File: config.mk
export PLATFORM = sky130hd
export DESIGN_NAME = pipe_skid_stage
export DESIGN_NICKNAME = d
export VERILOG_FILES = /design/src/rtl/pipe_skid_stage.sv
export SDC_FILE = /design/constraint.sdc
export NUM_CORES = 1
export LEC_CHECK = 0
export ABC_AREA = 1
export CAP_MARGIN = 40
export CORE_MARGIN = 2
export CORE_UTILIZATION = 45
export CTS_CLUSTER_DIAMETER = 30
export DETAILED_ROUTE_END_ITERATION = 10
export GPL_ROUTABILITY_DRIVEN = 0
export PLACE_DENSITY_LB_ADDON = 0.1
export SYNTH_ARGS = -nofsm -noshare
export SYNTH_HDL_FRONTEND = slang
export SYNTH_SLANG_ARGS = --single-unit
File: constraint.sdc
create_clock -name clk -period 1.8 [get_ports clk]
set_input_delay 0.45 -clock clk [delete_from_list [all_inputs] [get_ports clk]]
set_output_delay 0.45 -clock clk [all_outputs]
set_load 0.01 [all_outputs]
File: src/rtl/pipe_skid_stage.sv
// Two-entry skid buffer stage: registered in_ready/out_valid, strict FIFO order,
// full throughput under continuous flow, synchronous flush and async active-low reset.
module pipe_skid_stage #(
    parameter int WIDTH = 75
) (
    input  logic             clk,
    input  logic             reset,
    input  logic             flush,
    input  logic             in_valid,
    output logic             in_ready,
    input  logic [WIDTH-1:0] in_data,
    output logic             out_valid,
    input  logic             out_ready,
    output logic [WIDTH-1:0] out_data,
    output logic [1:0]       occupancy
);

    typedef enum logic [1:0] {
        EMPTY = 2'd0,
        ONE   = 2'd1,
        TWO   = 2'd2
    } state_t;

    state_t           state, state_nxt;
    logic [WIDTH-1:0] main_q, main_nxt;
    logic [WIDTH-1:0] skid_q, skid_nxt;
    logic             push, pop;

    // Handshake outputs come from state alone, so there is no ready/valid combinational path.
    assign in_ready  = (state != TWO);
    assign out_valid = (state != EMPTY);
    assign occupancy = state;
    assign out_data  = main_q;

    assign push = in_valid & in_ready;
    assign pop  = out_valid & out_ready;

    always_ff @(posedge clk or negedge reset) begin
        if (!reset) begin
            state  <= EMPTY;
            main_q <= '0;
            skid_q <= '0;
        end else begin
            state  <= state_nxt;
            main_q <= main_nxt;
            skid_q <= skid_nxt;
        end
    end

    always_comb begin
        state_nxt = state;
        main_nxt  = main_q;
        skid_nxt  = skid_q;
        if (flush) begin
            // Only the valid state is cleared; payload registers keep their contents.
            state_nxt = EMPTY;
        end else begin
            case (state)
                EMPTY: begin
                    if (push) begin
                        state_nxt = ONE;
                        main_nxt  = in_data;
                    end
                end
                ONE: begin
                    if (push && pop) begin
                        main_nxt = in_data;
                    end else if (push) begin
                        state_nxt = TWO;
                        skid_nxt  = in_data;
                    end else if (pop) begin
                        state_nxt = EMPTY;
                    end
                end
                TWO: begin
                    if (pop) begin
                        state_nxt = ONE;
                        main_nxt  = skid_q;
                    end
                end
                default: state_nxt = EMPTY;
            endcase
        end
    end

endmodule

# Yosys cells after proc, flatten, opt, wreduce, memory -nomap -nowiden

Index checks and enable logic that the tools add are counted.

Eq/ne operators: 10
Multiplexer cells: 11
Bitwise gates (word level): 4
Reductions and logical operators: 7

Operator list:

| kind                 | number |
|---|---|
| $mux W75             | 3 |
| $pmux W75 S3         | 1 |
| $mux W2              | 6 |
| $ne A3 B3 Y1 const B | 3 |
| $ne A2 B2 Y1 const B | 4 |
| $reduce_and A4 Y1    | 2 |
| $pmux W2 S3          | 1 |
| $reduce_and A5 Y1    | 1 |
| $ne A4 B4 Y1 const B | 1 |
| $reduce_bool A3 Y1   | 1 |
| $and A1 B1 Y1        | 2 |
| $eq A2 B1 Y1 const B | 1 |
| $eq A2 B2 Y1 const B | 1 |
| $logic_not A2 Y1     | 1 |
| $not A1 Y1           | 2 |
| $reduce_bool A2 Y1   | 1 |
| $logic_and A1 B1 Y1  | 1 |

Register bits: 152
Input port bits: 80
Output and inout port bits: 79
Word-level logic and storage cells: 35

# Longest topological paths before layout

Depth in word-level cells: 7
Gate-level depth with buffers: 8
Gate-level depth less buffers: 6

# Worst setup path after synthesis

No wires, ideal clock.

Path type: reg-to-reg
Start point: register state[0], in the netlist occupancy[0]
End point: register main_q[45], in the netlist out_data[45]
Library setup time: 0.117 ns
Arrival time: 1.352 ns
Data required time: 1.683 ns
Path slack: 0.331 ns
Cell stages (with the launch flop): 9
Clock period less this slack: 1.469 ns
Cell sequence: dfrtp_1 > inv_2 > nand2_1 > a21oi_2 > nand2_1 > buf_6 > buf_4 > nand2_1 > nand2_1

Word-level cells in the longest chain between the ends: 5
Elaborated cells on any way between the ends: 14

RTL lines:

| item                                 | line | RTL |
|---|---|---|
| from (decl)                          | 24   | `state_t state, state_nxt;` |
| from (signal assigned)               | 44   | `state <= state_nxt;` |
| $reduce_bool A2 Y1 *                 | 31   | `assign out_valid = (state != EMPTY);` |
| named net out_valid                  | 12   | `output logic out_valid,` |
| $and A1 B1 Y1 *                      | 36   | `assign pop = out_valid & out_ready;` |
| $logic_and A1 B1 Y1                  | 66   | `if (push && pop) begin` |
| $ne A2 B2 Y1 (no source line)        | -    |  |
| $reduce_and A5 Y1 (no source line) * | -    |  |
| to (signal assigned)                 | 45   | `main_q <= main_nxt;` |
| to (decl)                            | 25   | `logic [WIDTH-1:0] main_q, main_nxt;` |

The timed path passes the listed nets; every way through them passes the cells marked *.
A chain may end at the register's enable or synchronous reset.

# Worst setup path after layout

Start point: register main_q[38], in the netlist out_data[38]
End point: output port out_data[38]

RTL lines:

| item      | line | RTL |
|---|---|---|
| to (decl) | 14   | `output logic [WIDTH-1:0] out_data,` |

No word-level cell between the ends.

==> qor.txt <==
Static Leak: 5.247 nW
Seq. cell area: 3805 µm²
Clock root buffer: clkbuf_16
Placed cell areas: 8847 µm²
Num CTS Buffers: 17
Vias in the first global route: 5532
Mapped cell area: 6763 µm²
Final Cycle Share: 0.9856
Reg2Reg Setup Slack: 0.15 ns
CP Data Required Time: 1.35 ns
Crit Path Category: flip-flop to output pin
Hold Path Depth: 2
Initial DRC count: 391
Fmax: 563.7 MHz
Hold Vio Cnt, Final: 0
Hold Crit Endpoint: out_data[62]
Fill count: 1228
Die span in y: 126.6 µm
Crit start category: flip-flop
CTS clk-pin slew, worst paths: 0.06 ns
Slew headroom: 0.7602
Port-buffer cells: 158
Max Slew Vio Count: 0
Crit path depth: 1
Avg Cell Area, Syn: 8.138 µm²
Source of the worst hold timing path: out_data[62]
Footprint of the multi-input gates: 2380 µm²
Slowest CP cell: clkdlybuf4s50_1
Reg2reg start: occupancy[1]
Worst vdd ir: 0.6515 mV
Buf/Inv on CP: 1
Synthesized Nets: 911
Final Skew: 0.006102 ns
Layout cells sized above 1: 0.08670
Crit. End Element: output pin
Design Power: 10.92 mW
Total GRT Usage: 0.2187
Diode count: 0
Mean routed wirelength per cell: 14.07 µm
Count of final setup violators: 0
RSZ-0062 raised after global routing: no
Register area share after synthesis: 0.5624
Warning count from the yosys run: 0
Die Area: 16030 µm²
Core ar.: 14590 µm²
Clk sinks: 152
Total Routed Length: 16860 µm
Max cap viols: 0
Biggest cell delay along the critical path: 0.57 ns
Pin count of the biggest net entering global routing: 63
Net count reported at finish: 1082
TritonRoute pass-1 iters: 5
HP Class: flip-flop to flip-flop
Slew @ Worst Pin: 0.3597 ns
Detail Placement HPWL: 11270 µm
DR DRC count: 0
Synth Instances: 831
Sum Neg Setup Slack: 0 ns
Num rows: 44
I/O pins: 159
CTS tree: yes
CTS Buffer Depth: 2
Final Critical Period: 1.774 ns
Pwr dens: 1142 nW/µm²
Vias/cell: 4.901
Cell family with most CP delay: buffers and inverters
Reg2reg path depth: 8
Post-route ant nets: 0
Max Fanout on Critical Path: 2
Initial Util: 0.4636
Status: finished clean
Crit-path cells: clkdlybuf4s50_1
Yosys cell types: 18
Clock Latency Late Sink: 0.42 ns
First-pass GRT wire length: 27990 µm
Synthesized flop and latch total: 152
Die width: 126.6 µm
H-tree Lvls: 4
DR vias: 5876
Worst Setup SP: out_data[38]
Worst EP arrival: 1.32 ns
Fin area: 9563 µm²
Initial antenna violation count: 0
Congestion Overflow GR: 0
RR Endpoint: out_data[34]
Area Growth Syn to Fin: 41.41%
[registers in the layout, indices dropped and copies added (netlist names)]
signal     flops
occupancy      2
skid_q        75
out_data      75
[cell usage in the layout, fill, tap and decap left out]
cell             count
clkbuf_16           17
clkbuf_1             3
nand4_1              1
clkdlybuf4s50_1    110
nand2_1            231
inv_1               78
dlygate4sd3_1        1
buf_4               31
nor2_1              77
a21oi_1             76
dlymetal6s2s_1      29
inv_2                2
clkinvlp_4           7
o21ai_4              1
o21ai_0             75
clkbuf_8             1
dlygate4sd2_1       16
dfrtp_2              1
clkbuf_2             1
dfrtp_1            151
bufinv_16            4
buf_6                2
nand3_1             78
nand2_4              1
clkdlybuf4s15_1      1
nand2_2              1
nand4_4              1
a21oi_4              1
buf_12              17
[repair_timing]
action	in CTS	in global routing
resized for setup	20	32
cloned	0	0
hold buffers	1	0
buffers inserted	3	1
hold endpoints to repair	27	0
endpoints found under the setup margin	18	31
[worst max path at each step]
stage and to:
6_report out_data[38], 5_1_grt out_data[20], 4_1_cts out_data[66], 3_5_place_dp skid_q[46]
3_3_place_gp out_data[17], 2_1_floorplan out_data[45]
[cell usage after synthesis, drive strengths merged]
| master | n | area share |
|---|---|---|
| nand2 | 233 | 0.13 |
| dfrtp | 152 | 0.56 |
| inv | 80 | 0.044 |
| nand3 | 78 | 0.058 |
| a21oi | 77 | 0.058 |
| nor2 | 77 | 0.043 |
| o21ai | 76 | 0.057 |
| buf | 45 | 0.040 |
| clkbuf | 11 | 0.0061 |
| nand4 | 2 | 0.0028 |
[metrics by stage]
stage | setup slack (ns) | instances | utilization | hold slack, ns
final | 0.02595 | 1199 | 0.6555 | 0.4670
after global routing | 0.0007264 | 1199 | 0.6555 | 0.4919
after CTS | 0.002372 | 1198 | 0.6500 | 0.4728
after detailed placement | -0.1336 | 1162 | 0.6064 | 0.3718
after global placement | -0.07421 | 1162 | 0.6064 | 0.3706
after floorplan | 0.3310 | 831 | - | 0.1544
[cell type report]
class / instances / share of cell area
Sequential cell: 152 / 0.3979
Multi-Input combinational cell: 543 / 0.2489
Clock buffer: 21 / 0.04710
Tap cell: 184 / 0.02407
Inverter: 80 / 0.03140
Clock inverter: 11 / 0.01806
Timing Repair Buffer: 208 / 0.2326
[logic make-up (layout without fill, tap and decap cells)]
kind of cell | Yosys count | in the layout | share of synthesized area
AND/OR/NAND/NOR | 390 | 390 | 0.2329
AO/OA/AOI/OAI | 153 | 153 | 0.1143
flip-flops | 152 | 152 | 0.5624
buffers and inverters | 136 | 320 | 0.09029
[power by group]
part / switching, mW / internal, mW / total [mW]
clock: 1.41 / 2.36 / 3.77
sequential: 0.438 / 4.28 / 4.72
combinational: 1.19 / 1.24 / 2.44
total: 3.04 / 7.88 / 10.9
[metal layers]
metal / vias to the layer above / wire, µm / global-route usage
met5: - / 0 / 0
met4: 0 / 268 / 0.07304
met3: 20 / 753 / 0.04260
met2: 152 / 7660 / 0.3319
met1: 2738 / 8181 / 0.3170
li1: 2966 / - / -
Power figures use the tool's default switching activity.
